<file path="src/rtl/logic_reduce_sampler_if.sv">
// Bundle of the control, data and valid/ready output signals for logic_reduce_sampler.
// The master side (stimulus/consumer) drives the inputs.
// The slave side (the sampler itself) drives the result and the status flags.
interface logic_reduce_sampler_if #(
    parameter int WIDTH    = 8,
    parameter int CHANNELS = 4,
    parameter int DIV_W    = 8
);
    logic                      en;
    logic [DIV_W-1:0]          div;
    logic [2:0]                op;
    logic [CHANNELS*WIDTH-1:0] din;
    logic                      out_ready;
    logic                      clr_ovr;
    logic [WIDTH-1:0]          dout;
    logic                      out_valid;
    logic                      changed;
    logic                      overrun;

    modport master (
        output en, div, op, din, out_ready, clr_ovr,
        input  dout, out_valid, changed, overrun
    );

    modport slave (
        input  en, div, op, din, out_ready, clr_ovr,
        output dout, out_valid, changed, overrun
    );
endinterface

</file>
<file path="src/rtl/logic_reduce_sampler.sv">
// Periodic multi-channel sampler with a selectable bitwise reduction.
// A programmable divider produces sample ticks.
// Stage 1 captures the channel words and op on a tick.
// Stage 2 reduces the captured words and loads a one-entry valid/ready output buffer.
// The buffer also provides change-detect and sticky overrun flags.
module logic_reduce_sampler #(
    parameter int WIDTH    = 8,
    parameter int CHANNELS = 4,
    parameter int DIV_W    = 8
) (
    input  logic                   clk,
    input  logic                   rst,
    logic_reduce_sampler_if.slave  bus
);

    logic [DIV_W-1:0]          cnt;
    logic                      tick;
    logic [CHANNELS*WIDTH-1:0] s1_din;
    logic [2:0]                s1_op;
    logic                      s1_valid;
    logic [WIDTH-1:0]          red_and;
    logic [WIDTH-1:0]          red_or;
    logic [WIDTH-1:0]          red_xor;
    logic [WIDTH-1:0]          result;
    logic [WIDTH-1:0]          prev_result;
    logic [WIDTH-1:0]          dout_r;
    logic                      out_valid_r;
    logic                      changed_r;
    logic                      overrun_r;
    logic                      ovr_event;

    // The >= compare makes a div lowered below the running count tick on the next cycle.
    assign tick = bus.en && (cnt >= bus.div);

    // Sample divider: count up to div, wrap on tick, held at zero while disabled.
    always_ff @(posedge clk or posedge rst) begin
        if (rst) begin
            cnt <= '0;
        end else if (!bus.en || tick) begin
            cnt <= '0;
        end else begin
            cnt <= cnt + 1'b1;
        end
    end

    // Stage 1: capture channel words and reduction select on a tick.
    always_ff @(posedge clk or posedge rst) begin
        if (rst) begin
            s1_din   <= '0;
            s1_op    <= '0;
            s1_valid <= 1'b0;
        end else begin
            s1_valid <= tick;
            if (tick) begin
                s1_din <= bus.din;
                s1_op  <= bus.op;
            end
        end
    end

    // Full-width reductions across all captured channels.
    // The inverting ops invert the complete reduction, not each stage.
    always_comb begin
        red_and = '1;
        red_or  = '0;
        red_xor = '0;
        for (int i = 0; i < CHANNELS; i++) begin
            red_and = red_and & s1_din[i*WIDTH +: WIDTH];
            red_or  = red_or  | s1_din[i*WIDTH +: WIDTH];
            red_xor = red_xor ^ s1_din[i*WIDTH +: WIDTH];
        end
        case (s1_op)
            3'd1:    result = red_or;
            3'd2:    result = red_xor;
            3'd3:    result = ~red_and;
            3'd4:    result = ~red_or;
            3'd5:    result = ~red_xor;
            3'd6:    result = s1_din[WIDTH-1:0];
            default: result = red_and;
        endcase
    end

    // A new result overwrites a result that is still pending and not being accepted this cycle.
    assign ovr_event = s1_valid && out_valid_r && !bus.out_ready;

    // Stage 2: output buffer, change detect and sticky overrun.
    always_ff @(posedge clk or posedge rst) begin
        if (rst) begin
            dout_r      <= '0;
            prev_result <= '0;
            out_valid_r <= 1'b0;
            changed_r   <= 1'b0;
            overrun_r   <= 1'b0;
        end else begin
            changed_r <= s1_valid && (result != prev_result);
            if (s1_valid) begin
                dout_r      <= result;
                prev_result <= result;
                out_valid_r <= 1'b1;
            end else if (out_valid_r && bus.out_ready) begin
                out_valid_r <= 1'b0;
            end
            if (ovr_event) begin
                overrun_r <= 1'b1;
            end else if (bus.clr_ovr) begin
                overrun_r <= 1'b0;
            end
        end
    end

    assign bus.dout      = dout_r;
    assign bus.out_valid = out_valid_r;
    assign bus.changed   = changed_r;
    assign bus.overrun   = overrun_r;

endmodule

</file>
<file path="src/flat_wrapper.sv">
// flat-port wrapper written by rule: the top's interface ports become plain ports
module logic_reduce_sampler_flat 
#(
    parameter int WIDTH    = 8,
    parameter int CHANNELS = 4,
    parameter int DIV_W    = 8
)
  (clk, rst, bus_en, bus_div, bus_op, bus_din, bus_out_ready, bus_clr_ovr, bus_dout, bus_out_valid, bus_changed, bus_overrun);
  logic_reduce_sampler_if #(.WIDTH(WIDTH), .CHANNELS(CHANNELS), .DIV_W(DIV_W)) bus_i ();
  input  logic clk;
  input  logic rst;
  input wire logic [$bits(bus_i.en)-1:0] bus_en;
  input wire logic [$bits(bus_i.div)-1:0] bus_div;
  input wire logic [$bits(bus_i.op)-1:0] bus_op;
  input wire logic [$bits(bus_i.din)-1:0] bus_din;
  input wire logic [$bits(bus_i.out_ready)-1:0] bus_out_ready;
  input wire logic [$bits(bus_i.clr_ovr)-1:0] bus_clr_ovr;
  output wire logic [$bits(bus_i.dout)-1:0] bus_dout;
  output wire logic [$bits(bus_i.out_valid)-1:0] bus_out_valid;
  output wire logic [$bits(bus_i.changed)-1:0] bus_changed;
  output wire logic [$bits(bus_i.overrun)-1:0] bus_overrun;
  assign bus_i.en = bus_en;
  assign bus_i.div = bus_div;
  assign bus_i.op = bus_op;
  assign bus_i.din = bus_din;
  assign bus_i.out_ready = bus_out_ready;
  assign bus_i.clr_ovr = bus_clr_ovr;
  assign bus_dout = bus_i.dout;
  assign bus_out_valid = bus_i.out_valid;
  assign bus_changed = bus_i.changed;
  assign bus_overrun = bus_i.overrun;
  logic_reduce_sampler #(.WIDTH(WIDTH), .CHANNELS(CHANNELS), .DIV_W(DIV_W)) u_core (.clk(clk), .rst(rst), .bus(bus_i));
endmodule
</file>
<file path="config.mk">
export PLATFORM = sky130hd
export DESIGN_NAME = logic_reduce_sampler_flat
export DESIGN_NICKNAME = d
export VERILOG_FILES = /design/src/rtl/logic_reduce_sampler_if.sv /design/src/rtl/logic_reduce_sampler.sv /design/src/flat_wrapper.sv
export SDC_FILE = /design/constraint.sdc
export NUM_CORES = 1
export LEC_CHECK = 0
export BUFFER_PORTS_ARGS = -buffer_cell sky130_fd_sc_hd__buf_2
export CORE_ASPECT_RATIO = 0.7
export CORE_MARGIN = 4
export CORE_UTILIZATION = 36
export DETAILED_ROUTE_END_ITERATION = 16
export SYNTH_ARGS = -nofsm -noshare
export SYNTH_HDL_FRONTEND = slang
export SYNTH_SLANG_ARGS = --single-unit
</file>
<file path="constraint.sdc">
create_clock -name clk -period 2.9 [get_ports clk]
set_clock_uncertainty 0.05 [all_clocks]
set_input_delay 0.145 -clock clk [delete_from_list [all_inputs] [get_ports clk]]
set_output_delay 0.145 -clock clk [all_outputs]
set_load 0.02 [all_outputs]
</file>
* After elaboration in Yosys (flattened, before gate mapping)
Index checks and enable logic that the tools add are counted.
** Storage, ports and cells
- Flip-flop bits (word level) :: 55
- Input port bits :: 48
** Operators by class
- Equality and inequality tests :: 7
- Reduce and logical (&&, ||, !) cells :: 10
- Order comparisons :: 1
- $add $sub $neg :: 1
- Bitwise logic cells :: 12
- Muxes and demuxes :: 6
** Operator list (count)
- 8-bit case mux with 6 select lines :: 1
- 8-bit bitwise AND :: 3
- 8-bit inverter :: 3
- 8-bit OR :: 3
- 8-bit XOR :: 3
- 3-bit equality test (second input constant) :: 3
- 8-bit by 1-bit adder with 8-bit output (second input constant) :: 1
- 8-bit greater-or-equal comparator :: 1
- 8-bit 2-to-1 mux :: 1
- 8-bit inequality test :: 1
- 3-bit by 2-bit equality test with 1-bit output (second input constant) :: 2
- 1-bit logical AND :: 5
- 1-bit 2-to-1 mux :: 4
- 2-bit nonzero test :: 2
- 3-bit by 1-bit equality test with 1-bit output (second input constant) :: 1
- 1-bit logical NOT :: 2
- 1-bit logical OR :: 1

* Longest topological paths before layout
Gate-level depths: netlist of the first run.
- Depth in word-level cells :: 7
- Depth in mapped cells :: 12
- Depth with buffers taken out :: 9

* Worst setup path before layout of the first run
No wires, ideal clock.
- Path type :: reg-to-reg
- Start point :: reg u_core.cnt[0]
- End point :: reg u_core.s1_din[0]
- Arrival time :: 2.054 ns
- Data required time :: 2.724 ns
- Stages on the path, launching flop included :: 13
- Slack :: 0.669 ns
- Buffers on the path :: 3
- Setup time :: 0.126 ns
- Cells stage by stage :: dfrtp_1 inv_1 ha_1 nand2b_1 a21o_1 a21o_1 a21oi_1 o21a_1 buf_6 or2_1 buf_6 buf_6 a311o_1
** Between the ends
- Word-level cells in the longest chain between the ends :: 2
** RTL lines
- start: declaration :: line logic_reduce_sampler.sv:16 : logic [DIV_W-1:0] cnt;
- start signal: assignment :: line logic_reduce_sampler.sv:42 : cnt <= cnt + 1'b1;
- 8-bit greater-or-equal comparator :: line logic_reduce_sampler.sv:33 : assign tick = bus.en && (cnt >= bus.div);
- 1-bit logical AND :: line logic_reduce_sampler.sv:33
- end signal: assignment :: line logic_reduce_sampler.sv:55 : s1_din <= bus.din;
- end: declaration :: line logic_reduce_sampler.sv:18 : logic [CHANNELS*WIDTH-1:0] s1_din;
Every way passes these cells.
A chain may end at the register's enable or synchronous reset.

* Final worst setup path of the first run
- Start point :: reg u_core.cnt[0]
- End point :: reg u_core.cnt[6]
** Between the ends
- Word-level cells in the longest chain between the ends :: 4
- Elaborated cells between the ends (all ways) :: 5
** RTL lines
- 8-bit greater-or-equal comparator :: line logic_reduce_sampler.sv:33
- 1-bit logical AND :: line logic_reduce_sampler.sv:33
- 1-bit logical OR :: line logic_reduce_sampler.sv:39 : end else if (!bus.en || tick) begin
- 8-bit 2-to-1 mux * :: line logic_reduce_sampler.sv:39
Mark *: on every way between the ends. The rest lies on a longest branch, timed or not.

==> metrics.txt, run 1 <==
total count of hold-check failures in the final report=6; DP Area=around 4400 um2; grt ovf=0; area leader, netlist=dfrtp_1; final cell count without fillers=between 600 and 700; Primary FF master, synth=dfrtp_1; Mapped Area=3950 um2; Slew HR=roughly 51%; Int Power=approximately 1.5 mW; Synth Register Bits=55; Core Region=approximately 11,000 um2; Die ar.=12,700 um2; Final setup viols=0; I/O pins=slightly below 60; global-route usage over all layers=17.6%; Syn Inst Count=436; run status=finished, violations left; # diodes=0; Sequential Power Share=between 40% and 50%; top post-synthesis cells by area=dfrtp_1 (35%), a311o_1 (8.9%), ha_1 (7.9%), o22ai_1 (5.5%), xnor2_1 (5.5%); CP endpoint kind=flop; crit path launch type=flop; post-route setup slack=just under 400 ps; Routed WL=11,000 um; Starting Density=between 30% and 40%; number of post-CTS setup repair buffers=0; Fin Setup TNS=0 ps; Lkg Pwr=roughly 2.2 nW; root buf cell=clkbuf_16; Detail Placement HPWL=7970 um; die height=95.7 um; failing checks=negative hold slack; asr flop ratio synth=100%; PnR Total Power=2.06 mW; cts hold-fix bufs=0; Core Rows=31; maximum clock rate=0.399 GHz; vias in the first global route=between 3,000 and 4,000; Final min period=~2500 ps; Clk pwr share=38.1%; Yosys cell types=38; placer congestion estimate=0.929; most frequent cells in the layout=buf_2 (58), dfrtp_1 (55), inv_1 (43), nand2_1 (41), nor3_1 (36); layout cells sized above 1=between 10% and 20%; Die W=around 130 um; crit path DAT=around 2700 ps; synth warn=0; CP required=approximately 3100 ps; clock slew at reported path FFs=70 ps; Syn Area/Cell=9.07 um2; drt wl/cell=17.5 um; hold_ws=-21.4 ps; power share of the combinational group=19.5%; Finished Cell Area=4560 um2; Starting DRT DRC Count=430; clock latency on the worst-skew pair=300 ps; TritonRoute pass-1 iters=5; period utilisation layout=86.3%; Final Util=a little over two fifths; register area share after synthesis=34.8%; Synth Net Count=~510; vias post-DR=3,510; RSZ-0062 raised after global routing=no; Inserted Clock Buffers=5; Place WS=approximately 380 ps; Setup CP Type=reg -> reg; largest net degree at the start of global routing=73; fin nets=roughly 550; post-route ant nets=0; Hold Crit Class=in -> async; post-cts sizing count=0; total clock sinks=55; most common cell after layout, fill and taps aside=buf_2; net switching power=about 0.57 mW; Fill cells=~1,000; post-synth top area share=a little over a third; synthesis-to-layout area growth=15.4%; port bufs=a little under 60; VDD IR max=0.228 mV; clock buffer depth=2; Max H-tree Level=2; initial antenna violation count=0; EDFF count, synth=0; worst-path maximum fanout=26; placed cells=620; Max Transition Viols Final=0; Slew @ Worst Pin=between 700 and 800 ps; Switching Share=between 20% and 30%; global-route wire length before repair=about 18,000 um; PD cells=between 400 and 500 nW/um2; via-per-instance ratio=roughly 5.6; DRC viols=0; TritonCTS clock tree=built; max cap viols=0
-- sequential cells by signal (all words and copies together) (netlist names) --
register,flops
u_core.s1_din,32
u_core.cnt,8
u_core.prev_result,8
u_core.s1_op,3
u_core.bus.changed,1
u_core.bus.out_valid,1
u_core.bus.overrun,1
u_core.s1_valid,1
-- worst paths after layout --
path                                                startpoint                        endpoint  slack, ps  cells after the start
worst max-delay path                   u_core.cnt[0]$_DFF_PP0_         u_core.cnt[6]$_DFF_PP0_        400                     10
worst min-delay path                                       rst   u_core.s1_din[22]$_DFFE_PP0P_        -20                      3
worst max register to register         u_core.cnt[0]$_DFF_PP0_         u_core.cnt[6]$_DFF_PP0_        400                     10
worst min register to register  u_core.bus.overrun$_DFFE_PP0P_  u_core.bus.overrun$_DFFE_PP0P_        450                      1
max in group asynchronous                                  rst    u_core.s1_din[3]$_DFFE_PP0P_       2310                      3
min in group clk                                   bus_clr_ovr  u_core.bus.overrun$_DFFE_PP0P_         80                      3
-- synth_stat cells, drive strengths merged (5+ instances only) --
cell,number
and3,7
buf,12
a311o,35
ha,25
nand3,14
mux2i,14
dfrtp,55
a21oi,9
xnor2,25
mux2,8
nor2,10
o22ai,35
clkbuf,19
nand2,41
a32oi,8
nor3,42
inv,47
xor2,5
-- routing by layer --
metal  track usage (%)  routed length, um  up-vias
met5                 0                  0        -
met4              4.54                137        0
met3              2.85                604       14
met2              25.8               4730      113
met1              26.7               5520     1696
li1                  -                  -     1687
-- power groups by stage --
stage / clock, mW / combinational (mW) / sequential (mW)
after floorplan: 0 / 0.220 / 0.931
after global placement: 0 / 0.403 / 0.888
after detailed placement: 0 / 0.404 / 0.889
after CTS: 0.799 / 0.407 / 0.874
after global routing: 0.826 / 0.445 / 0.883
final: 0.785 / 0.401 / 0.873
-- worst max-delay path, stage by stage (launching register included) --
cell and delay (ps):
dfrtp_1 410, inv_1 60, ha_1 260, nand2b_1 140, a21o_1 180, a21o_1 180, a21oi_1 150, o21a_1 160
buf_4 320, o211ai_1 300, nor2_1 220
-- logic make-up (layout without fill, tap and decap cells) --
| group | after synthesis | after routing | share of synthesized area [%] |
|---|---|---|---|
| compound gates | 106 | 106 | 21.1 |
| fa+ha+maj | 25 | 25 | 7.91 |
| xor+xnor | 30 | 30 | 6.65 |
| flops | 55 | 55 | 34.8 |
| simple gates | 120 | 120 | 14.8 |
| buf+inv | 78 | 122 | 8.83 |
| mux | 22 | 22 | 5.82 |
-- area by class of cell --
| class | instances | area [um2] | area share [%] |
|---|---|---|---|
| multi-input cells | 303 | 2240 | 49.1 |
| flip-flops and latches | 55 | 1380 | 30.2 |
| repair buffers | 67 | 395 | 8.67 |
| well taps | 148 | 185 | 4.06 |
| inverters | 47 | 176 | 3.87 |
| clock buffers | 6 | 129 | 2.83 |
| clock inverters | 2 | 60.1 | 1.32 |
Note: power is estimated with default switching activity, not from simulation.
==> run 2: changes to the inputs <==
clock period = 2.6 ns   (was 2.9 ns; I/O delays follow)
==> metrics.txt, run 2 (same netlist as run 1, synthesis figures left out) <==
Hold Path Sink=u_core.bus.overrun$_DFFE_PP0P_; Die W=133 um (unchanged); Max Transition Viols Final=0 (unchanged); via-per-instance ratio=5.61 (+0.36%); Reg2Reg Depth=10 (unchanged); grt ovf=0 (unchanged); GR peak layer=met1; TritonRoute pass-1 iters=5 (unchanged); max cap viols=0 (unchanged); global-route usage over all layers=17.9% (+0.29 points); Worst R2R End=u_core.s1_din[10]$_DFFE_PP0P_; maximum clock rate=0.413 GHz (+3.5%); Global Route met2 Usage=25.1% (-0.72 points); clock buffer depth=2 (unchanged); Hold Crit Class=in -> reg; initial antenna violation count=0 (unchanged); Routed WL=11,100 um (+1.0%); Slew @ Worst Pin=674 ps (-64.6 ps); vias in the first global route=3,460 (+3.2%); fin nets=559 (+1.3%); Final min period=2420 ps (-84.2 ps); drt wl/cell=17.5 um (about the same); clock slew at reported path FFs=70 ps (about the same); Inserted Clock Buffers=5 (unchanged); Core Rows=31 (unchanged); port bufs=58 (unchanged); worst-path maximum fanout=33 (+27%); Final setup viols=0 (unchanged); clock latency on the worst-skew pair=300 ps (about the same); crit path DAT=2550 ps (-120 ps); Setup CP Type=reg -> reg; most common cell after layout, fill and taps aside=buf_2; most frequent cells in the layout=buf_2 (58), dfrtp_1 (55), inv_1 (43), nand2_1 (41), nor3_1 (36); run status=complete, no violations; global-route wire length before repair=18,000 um (+0.54%); hold depth=3; Starting Density=37.6% (unchanged); Biggest register=u_core.s1_din; Starting DRT DRC Count=308 (-28%); VDD IR max=0.234 mV (+2.3%); Max H-tree Level=2 (unchanged); routing usage on met1=26.6% (-0.078 points); placer congestion estimate=0.901 (-3.0%); CP endpoint kind=flop; total clock sinks=55 (unchanged); CP required=2730 ps (-340 ps); top flop regs=u_core.s1_din: 32 flops, u_core.cnt: 8 flops, u_core.prev_result: 8 flops; post-route ant nets=0 (unchanged); synthesis-to-layout area growth=16.1%; largest net degree at the start of global routing=73 (unchanged); total count of hold-check failures in the final report=0 (-6); number of flip-flops in the largest register=32 (unchanged); Hold Startpoint=bus_clr_ovr; Detail Placement HPWL=8180 um (+2.5%); met3 GRT Util=4.32% (+1.5 points); PD cells=486 nW/um2 (+7.6%); RSZ-0062 raised after global routing=no; Lkg Pwr=2.19 nW (+1.3%); die height=95.7 um (unchanged); vias post-DR=3,562 (+1.5%); number of post-CTS setup repair buffers=0 (unchanged); crit path launch type=flop; I/O pins=59 (unchanged); Fin Setup TNS=0 ps (unchanged); TritonCTS clock tree=built; Core Region=10,500 um2 (unchanged); period utilisation layout=93.0% (+6.7 points); root buf cell=clkbuf_16; DRC viols=0 (unchanged); reg2reg setup slack=180 ps (-220 ps); layout cells sized above 1=20.7% (+1.2 points); PnR Total Power=2.23 mW (+8.2%); Die ar.=12,700 um2 (unchanged); r2r startpoint=u_core.cnt[0]$_DFF_PP0_; Slew HR=55.0% (+4.3 points); # diodes=0 (unchanged)
-- run 2: area by class of cell --
cell class | instances | area [um2]
clock buffers | 6 | 139
multi-input cells | 303 | 2240
inverters | 47 | 176
well taps | 148 | 185
fillers | 1030 | 5920
repair buffers | 74 | 438
flip-flops and latches | 55 | 1380
clock inverters | 2 | 35.0
-- run 2: metal layers --
layer,wire [um],vias up
li1,-,1702
met5,0,-
met3,887,18
met4,255,0
met1,5410,1709
met2,4540,133
-- run 2: what timing repair did --
item / 4_1_cts / 5_1_grt
gates resized for setup: 0 / 0
hold buffers: 1 / 0
endpoints found under the hold margin: 13 / 0
-- run 2: worst max-delay path by stage --
stage / startpoint / to / depth (start not counted)
finish: u_core.cnt[0]$_DFF_PP0_ / u_core.s1_din[10]$_DFFE_PP0P_ / 10
global route: u_core.s1_op[0]$_DFFE_PP0P_ / u_core.bus.changed$_DFF_PP0_ / 7
CTS: u_core.cnt[0]$_DFF_PP0_ / u_core.s1_din[26]$_DFFE_PP0P_ / 10
detailed placement: u_core.cnt[0]$_DFF_PP0_ / u_core.s1_din[26]$_DFFE_PP0P_ / 10
global placement: u_core.cnt[0]$_DFF_PP0_ / u_core.s1_din[11]$_DFFE_PP0P_ / 10
floorplan: u_core.cnt[0]$_DFF_PP0_ / u_core.s1_din[0]$_DFFE_PP0P_ / 12
-- run 2: power by group --
part           switching (mW)  internal, mW  total (mW)
sequential             0.0559         0.914       0.970
combinational           0.255         0.200       0.455
clock                   0.324         0.480       0.804
total                   0.635          1.59        2.23
-- run 2: worst max-delay path, stage by stage (launching register included) --
cell and delay, ps:
dfrtp_1 410, inv_1 60, ha_1 260, nand2b_1 140
a21o_1 180, a21o_1 170, a21oi_1 130, o21a_1 250
buf_12 240, nor3_1 70, a311o_1 330
-- run 2: stage by stage --
step                      instance area, um2  setup WS, ps  util, %  hold slack, ps  instances
after detailed placement                4400           194     41.9            63.0        626
after floorplan                         3950           369        -             248        436
after CTS                               4590           178     43.6            51.0        635
after global routing                    4590          25.3     43.6            72.5        635
final                                   4590           181     43.6            51.2        635
after global placement                  4400           266     41.9            54.0        626
==> run 3: changes to the inputs <==
clock period = 2 ns   (was 2.6 ns; I/O delays follow)
==> metrics.txt, run 3 (same netlist as run 1, synthesis figures left out) <==
largest net degree at the start of global routing=39 (-47%); DP Area=4940 um2 (+12%); Core Rows=31 (unchanged); Lkg Pwr=2.62 nW (+20%); drt wl/cell=18.0 um (+2.8%); Slew HR=61.6% (+6.5 points); max cap viols=0 (unchanged); Fin Setup TNS=-9000 ps (-9000 ps); Core Region=10,500 um2 (unchanged); Setup CP Type=reg -> reg; most common cell after layout, fill and taps aside=buf_4; Max Transition Viols Final=0 (unchanged); Detail Placement HPWL=8870 um (+8.5%); CP Cell Sequence=inv_1 > ha_1 > nand2b_4 > a21o_1 > a21o_1 > a21oi_2 > o21a_2 > buf_6 > buf_12 > buf_16 > nor3_2 > a311o_1; DRC viols=0 (unchanged); Die W=133 um (unchanged); Place WS=-288 ps (-482 ps); vias in the first global route=3,815 (+10%); CP required=2130 ps (-600 ps); Biggest register=u_core.s1_din; crit path launch type=flop; most frequent cells in the layout=buf_4 (74), buf_2 (58), dfrtp_1 (55), nand2_1 (41); reg2reg setup slack=-230 ps (-410 ps); Routed WL=12,700 um (+15%); Max H-tree Level=2 (unchanged); Finished Cell Area=5530 um2 (+20%); CP max stage delay=350 ps (-60 ps); PnR Total Power=2.98 mW (+34%); vias post-DR=3,817 (+7.2%); global-route usage over all layers=20.3% (+2.4 points); final cell count without fillers=708 (+11%); TritonCTS clock tree=built; die height=95.7 um (unchanged); Starting Density=37.6% (unchanged); hold_ws=20.8 ps (-30.3 ps); Final Util=52.6% (+8.9 points); total clock sinks=55 (unchanged); maximum clock rate=0.448 GHz (+8.4%); Most Frequent Cell on Critical Path=a21o_1; Inserted Clock Buffers=5 (unchanged); top flop regs=u_core.s1_din: 32 flops, u_core.cnt: 8 flops, u_core.prev_result: 8 flops; failing checks=negative setup slack; critical path buffer and inverter count=4 (+2); Final setup viols=44 (+44); Slew @ Worst Pin=576 ps (-97.8 ps); TritonRoute pass-1 iters=4 (-1); layout cells sized above 1=38.6% (+18 points); Hold Crit Class=in -> reg; placer congestion estimate=0.898 (-0.33%); synthesis-to-layout area growth=39.9%; port bufs=58 (unchanged); fin nets=633 (+13%); post-route ant nets=0 (unchanged); Die ar.=12,700 um2 (unchanged); initial antenna violation count=0 (unchanged); Final min period=2230 ps (-187 ps); global-route wire length before repair=20,100 um (+12%); placed cells=689 (+10%); RSZ-0062 raised after global routing=yes; PD cells=539 nW/um2 (+11%); crit path DAT=2370 ps (-180 ps); # diodes=0 (unchanged); run status=finished, violations left; period utilisation layout=112% (+19 points); root buf cell=clkbuf_16; I/O pins=59 (unchanged); family with the most delay on the worst path=compound AO/OA/AOI/OAI gates; worst-path maximum fanout=5 (-85%); clock slew at reported path FFs=70 ps (about the same); post-route setup slack=-232 ps (-413 ps); grt ovf=0 (unchanged); total count of hold-check failures in the final report=0 (unchanged); Worst path slowest cell=dfrtp_1; CP endpoint kind=flop; VDD IR max=0.413 mV (+77%); number of flip-flops in the largest register=32 (unchanged); via-per-instance ratio=5.39 (-3.9%); Starting DRT DRC Count=379 (+23%); clock latency on the worst-skew pair=300 ps (about the same); clock buffer depth=2 (unchanged)
-- run 3: cell count changes in the layout (fill, tap and decap cells not counted), moves of 7 or more --
cell | before | now
buf_4 | 13 | 74
buf_12 | 2 | 9
nor2_1 | 10 | 3
inv_2 | 4 | 13
inv_1 | 43 | 34
nor3_2 | 6 | 14
nor3_1 | 36 | 28
-- run 3: layer usage --
metal	up-vias	routed length [um]	global-route usage (%)
met5	-	0	0
met4	0	246	6.42
met3	18	872	5.59
met2	118	5280	29.1
met1	1826	6320	29.4
li1	1855	-	-
-- run 3: path summary, 6_finish.rpt --
kind	start	end	cells after the start
max in group asynchronous	rst	u_core.prev_result[5]$_DFFE_PP0P_	4
max reg2reg	u_core.cnt[0]$_DFF_PP0_	u_core.s1_din[17]$_DFFE_PP0P_	12
min reg2reg	u_core.bus.overrun$_DFFE_PP0P_	u_core.bus.overrun$_DFFE_PP0P_	1
min in group asynchronous	rst	u_core.cnt[4]$_DFF_PP0_	3
min	bus_clr_ovr	u_core.bus.overrun$_DFFE_PP0P_	3
max	u_core.cnt[0]$_DFF_PP0_	u_core.s1_din[17]$_DFFE_PP0P_	12
-- run 3: power breakdown --
| part | internal (mW) | switching, mW | total (mW) |
|---|---|---|---|
| combinational | 0.339 | 0.376 | 0.715 |
| sequential | 1.19 | 0.0725 | 1.26 |
| clock | 0.586 | 0.420 | 1.01 |
-- run 3: layout make-up --
type	instances	area (um2)
Inverter	47	176
Sequential cell	55	1380
Timing Repair Buffer	148	1170
Multi-Input combinational cell	303	2460
Fill cell	926	4980
Clock buffer	6	129
Clock inverter	1	30.0
Tap cell	148	185
-- run 3: what timing repair did --
item,in CTS,in global routing
endpoints found under the hold margin,12,0
setup endpoints to repair,45,50
resized for setup,29,23
hold buffers,1,0
setup buffers,7,1
gates cloned,5,0
pin swaps,41,20
-- run 3: worst min-delay path: stages --
cell and delay [ps]:
buf_2 90, inv_1 40, a32o_1 100
